$ cat src/rtl/instr_fetch_unit.sv
// Instruction fetch unit: owns the PC, issues word fetches to instruction
// memory, buffers returned words with their PCs and presents the head entry
// to the memcopy expander.
// Optional build macro: IFU_PERF_CNT_EN adds fetch_cnt / bubble_cnt counters.
module instr_fetch_unit #(
   parameter int unsigned       WIDTH       = 32,
   parameter logic [WIDTH-1:0]  RESET_PC    = '0,
   parameter logic [6:0]        MEMC_OPCODE = 7'b0001011,
   parameter int unsigned       FQ_DEPTH    = 2
) (
   input  logic             clk,
   input  logic             rst,
   input  logic             pc_en,
   input  logic             redirect,
   input  logic [WIDTH-1:0] redirect_pc,
   output logic             imem_req,
   output logic [WIDTH-1:0] imem_addr,
   input  logic             imem_gnt,
   input  logic             imem_rvalid,
   input  logic [WIDTH-1:0] imem_rdata,
   output logic [WIDTH-1:0] pc_out,
   output logic [WIDTH-1:0] instr_out,
   output logic             valid_out,
   output logic             memc_en
`ifdef IFU_PERF_CNT_EN
   ,
   output logic [31:0]      fetch_cnt,
   output logic [31:0]      bubble_cnt
`endif
);

   localparam int unsigned PW = $clog2(FQ_DEPTH);
   localparam int unsigned CW = $clog2(FQ_DEPTH + 1);
   localparam int unsigned SW = CW + 1;
   localparam logic [WIDTH-1:0] NOP = WIDTH'(32'h0000_0013);

   typedef enum logic [1:0] {IDLE, REQ, FLUSH} state_t;

   state_t           state;
   logic [WIDTH-1:0] fetch_pc;
   logic [WIDTH-1:0] q_pc    [FQ_DEPTH];
   logic [WIDTH-1:0] q_instr [FQ_DEPTH];
   logic [WIDTH-1:0] tag_pc  [FQ_DEPTH];
   logic [PW-1:0]    q_wr, q_rd, t_wr, t_rd;
   logic [CW-1:0]    count, outstanding, drop;
   logic [CW-1:0]    count_nxt, out_nxt, drop_nxt;
   logic             hs, push, pop, space_nxt;
   logic             unused_redirect_lsb;

   assign unused_redirect_lsb = ^redirect_pc[1:0];

   assign hs        = imem_req & imem_gnt;
   assign push      = imem_rvalid & (drop == '0) & ~redirect;
   assign valid_out = (count != '0);
   assign pop       = valid_out & pc_en & ~redirect;
   assign imem_addr = fetch_pc;
   assign pc_out    = valid_out ? q_pc[q_rd]    : fetch_pc;
   assign instr_out = valid_out ? q_instr[q_rd] : NOP;
   assign memc_en   = valid_out & (instr_out[6:0] == MEMC_OPCODE);

   // Next occupancy of queue, in-flight fetches and responses still to discard.
   always_comb begin
      count_nxt = count;
      drop_nxt  = drop;
      out_nxt   = outstanding + CW'(hs) - CW'(imem_rvalid);
      if (redirect) begin
         count_nxt = '0;
         drop_nxt  = out_nxt;
      end else begin
         count_nxt = count + CW'(push) - CW'(pop);
         if (imem_rvalid && drop != '0) drop_nxt = drop - CW'(1);
      end
      space_nxt = (SW'(count_nxt) + SW'(out_nxt)) < SW'(FQ_DEPTH);
   end

   // Counters, pointers and fetch PC; redirect wins over every other update.
   always_ff @(posedge clk) begin
      if (rst) begin
         fetch_pc    <= RESET_PC;
         count       <= '0;
         outstanding <= '0;
         drop        <= '0;
         q_wr        <= '0;
         q_rd        <= '0;
         t_wr        <= '0;
         t_rd        <= '0;
      end else begin
         count       <= count_nxt;
         outstanding <= out_nxt;
         drop        <= drop_nxt;
         if (hs)          t_wr <= t_wr + PW'(1);
         if (imem_rvalid) t_rd <= t_rd + PW'(1);
         if (redirect) begin
            fetch_pc <= {redirect_pc[WIDTH-1:2], 2'b00};
            q_wr     <= '0;
            q_rd     <= '0;
         end else begin
            if (hs)   fetch_pc <= fetch_pc + WIDTH'(4);
            if (push) q_wr     <= q_wr + PW'(1);
            if (pop)  q_rd     <= q_rd + PW'(1);
         end
         assert (count_nxt <= CW'(FQ_DEPTH))
            else $error("ifu: fetch queue count out of range");
         assert (out_nxt <= CW'(FQ_DEPTH))
            else $error("ifu: outstanding count out of range");
         assert (drop_nxt <= out_nxt)
            else $error("ifu: drop count exceeds outstanding");
      end
   end

   // PC tag FIFO and fetch-queue payload storage (no reset needed).
   always_ff @(posedge clk) begin
      if (hs) tag_pc[t_wr] <= fetch_pc;
      if (push) begin
         q_pc[q_wr]    <= tag_pc[t_rd];
         q_instr[q_wr] <= imem_rdata;
      end
   end

   // Request-side FSM; imem_req is the registered REQ state.
   always_ff @(posedge clk) begin
      if (rst) begin
         state    <= IDLE;
         imem_req <= 1'b0;
      end else begin
         case (state)
            IDLE: begin
               if (redirect) begin
                  state <= FLUSH; imem_req <= 1'b0;
               end else if (space_nxt) begin
                  state <= REQ;   imem_req <= 1'b1;
               end
            end
            REQ: begin
               if (redirect) begin
                  state <= FLUSH; imem_req <= 1'b0;
               end else if (hs && !space_nxt) begin
                  state <= IDLE;  imem_req <= 1'b0;
               end
            end
            FLUSH: begin
               if (redirect) begin
                  state <= FLUSH; imem_req <= 1'b0;
               end else if (space_nxt) begin
                  state <= REQ;   imem_req <= 1'b1;
               end else begin
                  state <= IDLE;  imem_req <= 1'b0;
               end
            end
            default: begin
               state <= IDLE; imem_req <= 1'b0;
            end
         endcase
      end
   end

`ifdef IFU_PERF_CNT_EN
   // Popped-entry and starved-consumer cycle counters.
   always_ff @(posedge clk) begin
      if (rst) begin
         fetch_cnt  <= '0;
         bubble_cnt <= '0;
      end else begin
         if (pop)                 fetch_cnt  <= fetch_cnt + 32'd1;
         if (pc_en && !valid_out) bubble_cnt <= bubble_cnt + 32'd1;
      end
   end
`endif

endmodule

$ cat config.mk
export PLATFORM = sky130hd
export DESIGN_NAME = instr_fetch_unit
export DESIGN_NICKNAME = d
export VERILOG_FILES = /design/src/rtl/instr_fetch_unit.sv
export SDC_FILE = /design/constraint.sdc
export NUM_CORES = 1
export LEC_CHECK = 0
export BUFFER_PORTS_ARGS = -buffer_cell sky130_fd_sc_hd__buf_4
export CORE_ASPECT_RATIO = 1.1
export CORE_MARGIN = 10
export CORE_UTILIZATION = 60
export DETAILED_ROUTE_END_ITERATION = 6
export PLACE_DENSITY_LB_ADDON = 0.25
export SYNTH_ARGS = -nofsm -noshare
export SYNTH_HDL_FRONTEND = slang
export SYNTH_SLANG_ARGS = --single-unit
$ cat constraint.sdc
create_clock -name clk -period 11.69 [get_ports clk]
set_input_delay 1.169 -clock clk [delete_from_list [all_inputs] [get_ports clk]]
set_output_delay 1.169 -clock clk [all_outputs]
set_load 0.05 [all_outputs]
======== After elaboration in Yosys (flattened, before gate mapping) ========
Memories as Yosys holds them, arrays and structs flattened. A register that Yosys moved wholly into a read port is not among the register bits.
Cells that the tools add are included.
cells by class
  multiplexer cells ....................... 31
  $add $sub $neg .......................... 11
  order comparisons ....................... 1
  bitwise gates (word level) .............. 7
  eq/ne operators ......................... 5
  reduce and logical (&&, ||, !) cells .... 11
operator list
  operator                                              number
  2-to-1 mux 32 bit                                     4
  adder 32 x 3 -> 32 bit (second input constant)        1
  2-to-1 mux 1 bit                                      17
  2-to-1 mux 2 bit                                      8
  nonzero test 2 bit                                    4
  equality test 7 x 4 -> 1 bit (second input constant)  1
  AND 1 bit                                             6
  != test 3 bit (second input constant)                 2
  one-hot mux 2 bit (3 select lines)                    1
  adder 1 bit (second input constant)                   4
  adder 2 x 1 -> 2 bit                                  2
  logical NOT 2 bit                                     2
  subtractor 2 x 1 -> 2 bit                             2
  adder 2 x 2 -> 3 bit                                  1
  < comparator 3 x 2 -> 1 bit (second input constant)   1
  one-hot mux 1 bit (3 select lines)                    1
  equality test 2 x 1 -> 1 bit (second input constant)  1
  equality test 2 bit (second input constant)           1
  logical AND 1 bit                                     2
  AND reduction 2 bit                                   1
  OR reduction 2 bit                                    1
  subtractor 2 x 1 -> 2 bit (second input constant)     1
  logical NOT 1 bit                                     1
  NOT 1 bit                                             1
storage, ports and cells
  memories kept ........................... 3
  output and inout port bits .............. 99
  memory bits (writable) .................. 192
  bits in registers ....................... 45
  bits of input ports ..................... 70
  word-level logic and storage cells ...... 80
memory list
  memory   words  width  read ports  clocked after Yosys merged registers in  wr ports  RTL line  RTL
  q_instr  2      32     1           1                                        1         42        logic [WIDTH-1:0] q_instr [FQ_DEPTH];
  q_pc     2      32     1           1                                        1         41        logic [WIDTH-1:0] q_pc [FQ_DEPTH];
  tag_pc   2      32     1           1                                        1         43        logic [WIDTH-1:0] tag_pc [FQ_DEPTH];

======== Logic depth before layout (Yosys ltp) ========
Gate-level depths: netlist of the first run.
  word-level depth ........................ 13
  depth in mapped cells ................... 15

======== Worst setup path before layout of the first run ========
OpenSTA, ideal clock, no wires.
  path type ............................... input -> register
  from .................................... input port redirect
  to ...................................... memory q_instr[0][0] (enable)
  path slack .............................. 6,951 ps
  setup time .............................. 482 ps
  stages on the path ...................... 4
  data required time ...................... 11,208 ps
  data arrival time ....................... 4,257 ps
  cells stage by stage .................... clkbuf_1 > clkinv_1 > nand3_1 > nor2_1
between the ends
  longest elaborated chain between the ends .. 4
ends and longest elaborated chain
  item                                    RTL line  RTL
  from (decl)                             14        input logic redirect,
  NOT 1 bit                               53        assign push = imem_rvalid & (drop == '0) & ~redirect;
  AND 1 bit                               53
  2-to-1 mux 1 bit                        114       if (push) begin
  2-to-1 mux 1 bit (implied by the code)  116       q_instr[q_wr] <= imem_rdata;
  to (decl)                               42
No other way between the ends.

==> flow_metrics.env, run 1 <==
export IMPL_post_synth_top_area_fraction=0.583
export IMPL_clk_transition_reported_paths_ns=0.06
export IMPL_worst_slew_pin_slew_ns=1.18
export IMPL_yosys_top_cells_count="184 x sky130_fd_sc_hd__edfxtp_1, 68 x sky130_fd_sc_hd__nor2_1, 62 x sky130_fd_sc_hd__mux2i_1"
export IMPL_floorplan_rows=48
export IMPL_worst_hold_path_num_cells=2
export IMPL_edff_count_synth=184
export IMPL_gp_congestion=0.815
export IMPL_max_cap_violations=0
export IMPL_drive_gt1_frac=0.273
export IMPL_crit_required_ns=10.52
export IMPL_clock_tree_from_tritoncts="built"
export IMPL_fp_dieArea_mm2=0.0212
export IMPL_routed_wl_um=21900
export IMPL_multiInputGateArea_mm2=0.00284
export IMPL_worstRegToRegCells=12
export IMPL_relSlewSlack=0.211
export IMPL_postSynthRegisterBits=229
export IMPL_placeable_core_region_mm2=0.0156
export IMPL_cts_hold_fix_buffers=0
export IMPL_hp_class="reg -> reg"
export IMPL_clkLatencyLatePin_ns=0.50
export IMPL_synth_yosys_warnings=0
export IMPL_seqCellArea_mm2=0.00643
export IMPL_largest_cells_by_area_after_synthesis="sky130_fd_sc_hd__edfxtp_1 58%, sky130_fd_sc_hd__dfxtp_1 9.5%, sky130_fd_sc_hd__mux2i_1 6.5%, sky130_fd_sc_hd__mux2_2 3.6%, sky130_fd_sc_hd__nor2_1 2.7%"
export IMPL_grt_first_pass_wirelength_um=34100
export IMPL_cts_max_level=1
export IMPL_clock_tree_buffer_depth=3
export IMPL_setup_violations_final=0
export IMPL_sequential_area_share_after_synthesis=0.678
export IMPL_syn_area_mm2=0.00948
export IMPL_leakage_power_figure_nw=4.14
export IMPL_critical_path_startpoint_type="register"
export IMPL_min_period_over_period=0.312
export IMPL_critical_path_endpoint_type="output pin"
export IMPL_gr_util_all_layers=0.196
export IMPL_netlist_top_cell_by_area="sky130_fd_sc_hd__edfxtp_1"
export IMPL_total_count_of_max_transition_violations_in_the_final_report=0
export IMPL_initial_core_util=0.607
export IMPL_post_route_min_period_ns=3.65
export IMPL_synth_lib_cells_used_distinct=51
export IMPL_p_per_area_mw_per_mm2=168
export IMPL_clk_sink_count=229
export IMPL_final_instance_count_excl_fill=1076
export IMPL_antenna_violating_nets_post_route=0
export IMPL_area_delta_synth_final_pct=22.4
export IMPL_grt_antenna_before_repair=0
export IMPL_final_setup_tns_ns=0
export IMPL_cts_post_setup_buffers_inserted=0
export IMPL_cts_buffers=22
export IMPL_timing_worst_setup_path_type="reg -> out"
export IMPL_final_nets=938
export IMPL_ir_worst_vdd_mv=0.146
export IMPL_routedWlPerCell_um=20.3
export IMPL_ctsResizeCount=0
export IMPL_dominantRegCellSynth="sky130_fd_sc_hd__edfxtp_1"
export IMPL_cp_arrival_ns=2.48
export IMPL_die_width_um=140
export IMPL_synth_cells=706
export IMPL_timing_fmax_mhz=274
export IMPL_die_y_um=152
export IMPL_place_detailed_hpwl_um=14400
export IMPL_grt_setup_unrepaired="no"
export IMPL_io_pins=169
export IMPL_clock_tree_root_cell="sky130_fd_sc_hd__clkbuf_16"
export IMPL_routed_via_density=5.89
export IMPL_vias=6338
export IMPL_grt_overflow_total=0
export IMPL_final_fill_count=1018
export IMPL_drc=0
export IMPL_yosysMostFrequentCell="sky130_fd_sc_hd__edfxtp_1"
export IMPL_drtPass1Iterations=5
export IMPL_worst_path_max_fanout=64
export IMPL_run_status="finished clean"
export IMPL_final_hold_violation_count=0
export IMPL_post_place_cells=1037
export IMPL_per_instance_average_area_after_synthesis_um2=13.4
export IMPL_finalClockSkew_ns=0.0178
export IMPL_num_antenna_cells=0
export IMPL_first_global_vias=6507
export IMPL_synth_async_sr_flop_share=0
export IMPL_first_iter_violations=416
export IMPL_maximum_number_of_pins_on_one_net_before_global_route_repair=90
export IMPL_io_buffers=162
## area by class of cell
type | count | area share
Clock buffer | 31 | 0.0530
Clock inverter | 8 | 0.0100
Inverter | 21 | 0.00679
Multi-Input combinational cell | 416 | 0.244
Sequential cell | 229 | 0.554
Tap cell | 200 | 0.0216
Timing Repair Buffer | 171 | 0.111
## sequential cells by signal (all words and copies together), names as in the netlist, named ones only
register and cells:
imem_req 1, outstanding 2, state 2, drop 2, imem_addr 30, tag_pc 60
q_pc 60, t_rd 1, q_rd 1, count 2, t_wr 1, q_instr 64
q_wr 1
## critical path, stage by stage, from the launching register on
cell and delay [ns]:
sky130_fd_sc_hd__dfxtp_4 1.11, sky130_fd_sc_hd__mux2i_1 0.17, sky130_fd_sc_hd__nor2_1 0.22, sky130_fd_sc_hd__a21boi_0 0.22
sky130_fd_sc_hd__buf_4 0.23
## cell families after synthesis
family / Yosys count / share of synthesized area
multiplexers: 92 / 0.101
AO/OA/AOI/OAI: 90 / 0.0624
other: 1 / 0.000395
adder cells (fa/ha/maj): 7 / 0.0100
buffers and inverters: 64 / 0.0270
flip-flops: 229 / 0.678
XOR/XNOR: 19 / 0.0175
AND/OR/NAND/NOR: 204 / 0.104
## where the power goes
| part | internal (W) | switching [W] | leakage (nW) |
|---|---|---|---|
| logic | 0.0000907 | 0.000182 | 1.72 |
| clock network | 0.000433 | 0.000280 | 0.355 |
| registers | 0.000932 | 0.0000324 | 2.06 |
| total | 0.00146 | 0.000494 | 4.14 |
## layer usage
layer,global-route usage,part of all wire
met1,0.238,0.40
met2,0.330,0.50
met3,0.0486,0.078
met4,0.0719,0.025
met5,0,0
## through the flow
stage,util,hold slack (ns),setup slack (ns),total power [W],cell area (um^2)
3_5_place_dp,0.697,0.492,7.69,0.00125,10900
6_report,0.744,0.511,8.04,0.00195,11600
2_1_floorplan,-,0.441,6.95,0.00116,9490
5_1_grt,0.744,0.538,7.85,0.00202,11600
3_3_place_gp,0.697,0.454,7.83,0.00124,10900
4_1_cts,0.744,0.508,8.03,0.00196,11600
## cell usage in the layout (no fill, tap or decap), types with 4 or more instances in the layout
cell and count:
sky130_fd_sc_hd__a2111oi_0 5, sky130_fd_sc_hd__a211oi_1 11, sky130_fd_sc_hd__a21oi_1 8, sky130_fd_sc_hd__a221oi_1 5, sky130_fd_sc_hd__a311oi_1 11, sky130_fd_sc_hd__and2_1 4
sky130_fd_sc_hd__and4_1 7, sky130_fd_sc_hd__buf_4 171, sky130_fd_sc_hd__clkbuf_1 7, sky130_fd_sc_hd__clkbuf_16 23, sky130_fd_sc_hd__conb_1 4, sky130_fd_sc_hd__dfxtp_1 44
sky130_fd_sc_hd__edfxtp_1 184, sky130_fd_sc_hd__ha_1 6, sky130_fd_sc_hd__inv_1 19, sky130_fd_sc_hd__mux2_2 30, sky130_fd_sc_hd__mux2i_1 62, sky130_fd_sc_hd__nand2_1 55
sky130_fd_sc_hd__nand3_1 12, sky130_fd_sc_hd__nand4_1 11, sky130_fd_sc_hd__nor2_1 64, sky130_fd_sc_hd__nor2b_1 7, sky130_fd_sc_hd__nor3_1 9, sky130_fd_sc_hd__nor4_1 9
sky130_fd_sc_hd__o21ai_0 38, sky130_fd_sc_hd__or3_1 4, sky130_fd_sc_hd__or4_1 4, sky130_fd_sc_hd__xnor2_1 16
## path summary, 6_finish.rpt
path	startpoint	endpoint	slack [ns]
setup / recovery	register	memc_en	8.04
setup reg to reg	imem_req	imem_req	8.55
hold reg to reg	q_rd	register	0.51
hold / removal	q_rd	register	0.51
Power figures use the tool's default switching activity.
==> inputs of run 2 (changes only) <==
- ABC_AREA: default -> 1
- CORE_UTILIZATION: 60 -> 51
- clock period: 11.69 -> 3.2 ns (I/O delays scaled with it)
==> run 2 against run 1 <==
Compared with the run above:
- hold slack got worse by 0.50 ns
- utilization is 7.8 points lower
- register-to-register slack got worse by 8.1 ns
- first-iteration DRC count up 12%
- combinational power grew to 4.1 times the previous value
- highest routed layer unchanged
==> flow_metrics.env, run 2 <==
export IMPL_maximum_number_of_pins_on_one_net_before_global_route_repair=79
export IMPL_power_frac_seq=0.472
export IMPL_synth_async_sr_flop_share=0
export IMPL_per_instance_average_area_after_synthesis_um2=11.1
export IMPL_sequential_area_share_after_synthesis=0.659
export IMPL_grt_first_pass_wirelength_um=39400
export IMPL_worst_slew_pin_slew_ns=0.892
export IMPL_routed_wl_um=25000
export IMPL_final_common_cell="sky130_fd_sc_hd__nand2_1"
export IMPL_gp_congestion=0.886
export IMPL_leakage_power_figure_nw=4.96
export IMPL_timing_worst_setup_path_type="reg -> out"
export IMPL_cts_max_level=1
export IMPL_hp_class="in -> reg"
export IMPL_floorplan_rows=52
export IMPL_worstRegToRegCells=15
export IMPL_max_cap_violations=0
export IMPL_yosysMostFrequentCell="sky130_fd_sc_hd__nand2_1"
export IMPL_clkLatencyLatePin_ns=0.50
export IMPL_postLayoutSetupSlackWorst_ns=0.373
export IMPL_first_iter_violations=466
export IMPL_critical_path_endpoint_type="output pin"
export IMPL_netlist_top_cell_by_area="sky130_fd_sc_hd__edfxtp_1"
export IMPL_clk_transition_reported_paths_ns=0.06
export IMPL_synth_cells=876
export IMPL_antenna_violating_nets_post_route=0
export IMPL_routedWlPerCell_um=18.8
export IMPL_dominantRegCellSynth="sky130_fd_sc_hd__edfxtp_1"
export IMPL_timing_fmax_mhz=354
export IMPL_io_buffers=162
export IMPL_final_setup_tns_ns=0
export IMPL_yosys_top_cells_count="191 x sky130_fd_sc_hd__nand2_1, 184 x sky130_fd_sc_hd__edfxtp_1, 97 x sky130_fd_sc_hd__a21oi_1"
export IMPL_postSynthRegisterBits=229
export IMPL_syn_area_mm2=0.00975
export IMPL_run_status="finished clean"
export IMPL_final_fill_count=1431
export IMPL_synth_yosys_warnings=0
export IMPL_clock_tree_from_tritoncts="built"
export IMPL_detail_route_met3_wl_um=1420
export IMPL_vias=7071
export IMPL_wl_met1_um=10800
export IMPL_placeable_core_region_mm2=0.0186
export IMPL_largest_register_ff_count=64
export IMPL_drc=0
export IMPL_die_y_um=165
export IMPL_post_route_min_period_ns=2.83
export IMPL_synth_lib_cells_used_distinct=39
export IMPL_first_global_vias=7235
export IMPL_post_synth_top_area_fraction=0.567
export IMPL_dpl_instance_area_mm2=0.0113
export IMPL_place_detailed_hpwl_um=16900
export IMPL_ir_worst_vdd_mv=0.528
export IMPL_grt_overflow_total=0
export IMPL_internal_power_w=0.00549
export IMPL_routed_via_density=5.32
export IMPL_grt_setup_unrepaired="no"
export IMPL_setup_violations_final=0
export IMPL_die_width_um=152
export IMPL_registers_with_the_most_flip_flops="q_instr: 64 flops, q_pc: 60 flops, tag_pc: 60 flops"
export IMPL_cts_buffers=23
export IMPL_final_instance_count_excl_fill=1330
export IMPL_num_antenna_cells=0
export IMPL_swShare=0.259
export IMPL_share_comb_of_total_power=0.152
export IMPL_overall_power_of_the_completed_layout_w=0.00741
export IMPL_drive_gt1_frac=0.259
export IMPL_drtPass1Iterations=5
export IMPL_cp_arrival_ns=2.51
export IMPL_initial_core_util=0.524
export IMPL_cell_area_after_layout_mm2=0.0124
export IMPL_clock_tree_buffer_depth=3
export IMPL_clock_power_share=0.376
export IMPL_met2_wirelength_um=12400
export IMPL_total_count_of_max_transition_violations_in_the_final_report=0
export IMPL_finalClockSkew_ns=0.0127
export IMPL_relSlewSlack=0.405
export IMPL_post_place_cells=1261
export IMPL_final_nets=1148
export IMPL_netSwitchingPower_w=0.00192
export IMPL_grt_antenna_before_repair=0
export IMPL_crit_required_ns=2.88
export IMPL_top_register="q_instr"
export IMPL_io_pins=169
export IMPL_top_layer="met4"
export IMPL_area_delta_synth_final_pct=27.0
export IMPL_clock_tree_root_cell="sky130_fd_sc_hd__clkbuf_16"
export IMPL_gr_util_all_layers=0.194
export IMPL_worst_path_max_fanout=27
export IMPL_critical_path_startpoint_type="register"
export IMPL_worst_hold_path_num_cells=1
export IMPL_place_worst_setup_slack_ns=0.445
export IMPL_final_hold_violation_count=0
export IMPL_min_period_over_period=0.883
export IMPL_clk_sink_count=229
export IMPL_mostFrequentLayoutCells="191 x sky130_fd_sc_hd__nand2_1, 184 x sky130_fd_sc_hd__edfxtp_1, 178 x sky130_fd_sc_hd__buf_4"
export IMPL_edff_count_synth=184
export IMPL_p_per_area_mw_per_mm2=598
export IMPL_fp_dieArea_mm2=0.0251
export IMPL_largest_cells_by_area_after_synthesis="sky130_fd_sc_hd__edfxtp_1 57%, sky130_fd_sc_hd__dfxtp_1 9.2%, sky130_fd_sc_hd__nand2_1 7.4%, sky130_fd_sc_hd__a21oi_1 5.0%, sky130_fd_sc_hd__mux2_2 3.5%"
[run 2: changes by cell type in the layout (fill, tap and decap cells not counted), moves of 28 or more]
cell | before | now
sky130_fd_sc_hd__a21oi_1 | 8 | 97
sky130_fd_sc_hd__dlygate4sd3_1 | 0 | 28
sky130_fd_sc_hd__inv_1 | 19 | 70
sky130_fd_sc_hd__mux2i_1 | 62 | 0
sky130_fd_sc_hd__nand2_1 | 55 | 191
sky130_fd_sc_hd__nand3_1 | 12 | 41
[run 2: routing by layer]
| metal | global-route usage | vias to the layer above |
|---|---|---|
| met5 | 0 | - |
| met4 | 0.0464 | 0 |
| met3 | 0.0375 | 29 |
| met2 | 0.335 | 219 |
| met1 | 0.248 | 3408 |
| li1 | - | 3415 |
[run 2: metrics by stage]
stage / hold WS [ns] / util
after floorplan: 0.417 / -
final: 0.0149 / 0.665
after CTS: 0.000355 / 0.665
after global routing: 0.00102 / 0.665
after global placement: 0.430 / 0.608
after detailed placement: 0.451 / 0.608
[run 2: power by group through the flow]
stage	sequential [W]	clock, W	combinational, W
after floorplan	0.00363	0	0.000640
after global placement	0.00355	0	0.00108
after detailed placement	0.00356	0	0.00110
after CTS	0.00350	0.00282	0.00114
after global routing	0.00351	0.00294	0.00121
final	0.00350	0.00278	0.00113
[run 2: kinds of logic (layout without fill, tap and decap cells)]
group / Yosys count / in the layout / synth area share
simple gates: 321 / 321 / 0.143
flops: 229 / 229 / 0.659
compound gates: 159 / 159 / 0.0918
buf+inv: 114 / 322 / 0.0480
mux: 30 / 30 / 0.0347
xor+xnor: 15 / 15 / 0.0135
fa+ha+maj: 7 / 7 / 0.00975
other cells: 1 / 4 / 0.000385
[run 2: timing repair]
action                    in CTS  in global routing
setup buffers                  0                  0
gates resized for setup        0                  0
hold endpoints to repair      53                  2
hold buffers                  27                  1
[run 2: final cells by class]
class	count	area (um^2)	share of cell area
clock buffer	28	624	0.0504
clock inverter	13	165	0.0133
inverter	71	267	0.0215
multi-input combinational	536	2900	0.234
sequential	229	6430	0.519
tap	243	304	0.0246
timing repair buffer	210	1700	0.137
[run 2: path summary, 6_finish.rpt]
check	slack, ns	end	startpoint
setup / recovery	0.37	memc_en	register
hold / removal	0.01	q_instr[1][29]	imem_rdata[29]
setup reg to reg	0.46	imem_req	drop[0]
hold reg to reg	0.48	state[1]	state[1]
[run 2: critical path, cell delays in order, from the launching register on]
cell and delay [ns]:
sky130_fd_sc_hd__dfxtp_2 0.55, sky130_fd_sc_hd__inv_2 0.36, sky130_fd_sc_hd__buf_4 0.33, sky130_fd_sc_hd__nand2_1 0.08
sky130_fd_sc_hd__a21oi_1 0.09, sky130_fd_sc_hd__nor4_2 0.34, sky130_fd_sc_hd__buf_4 0.25
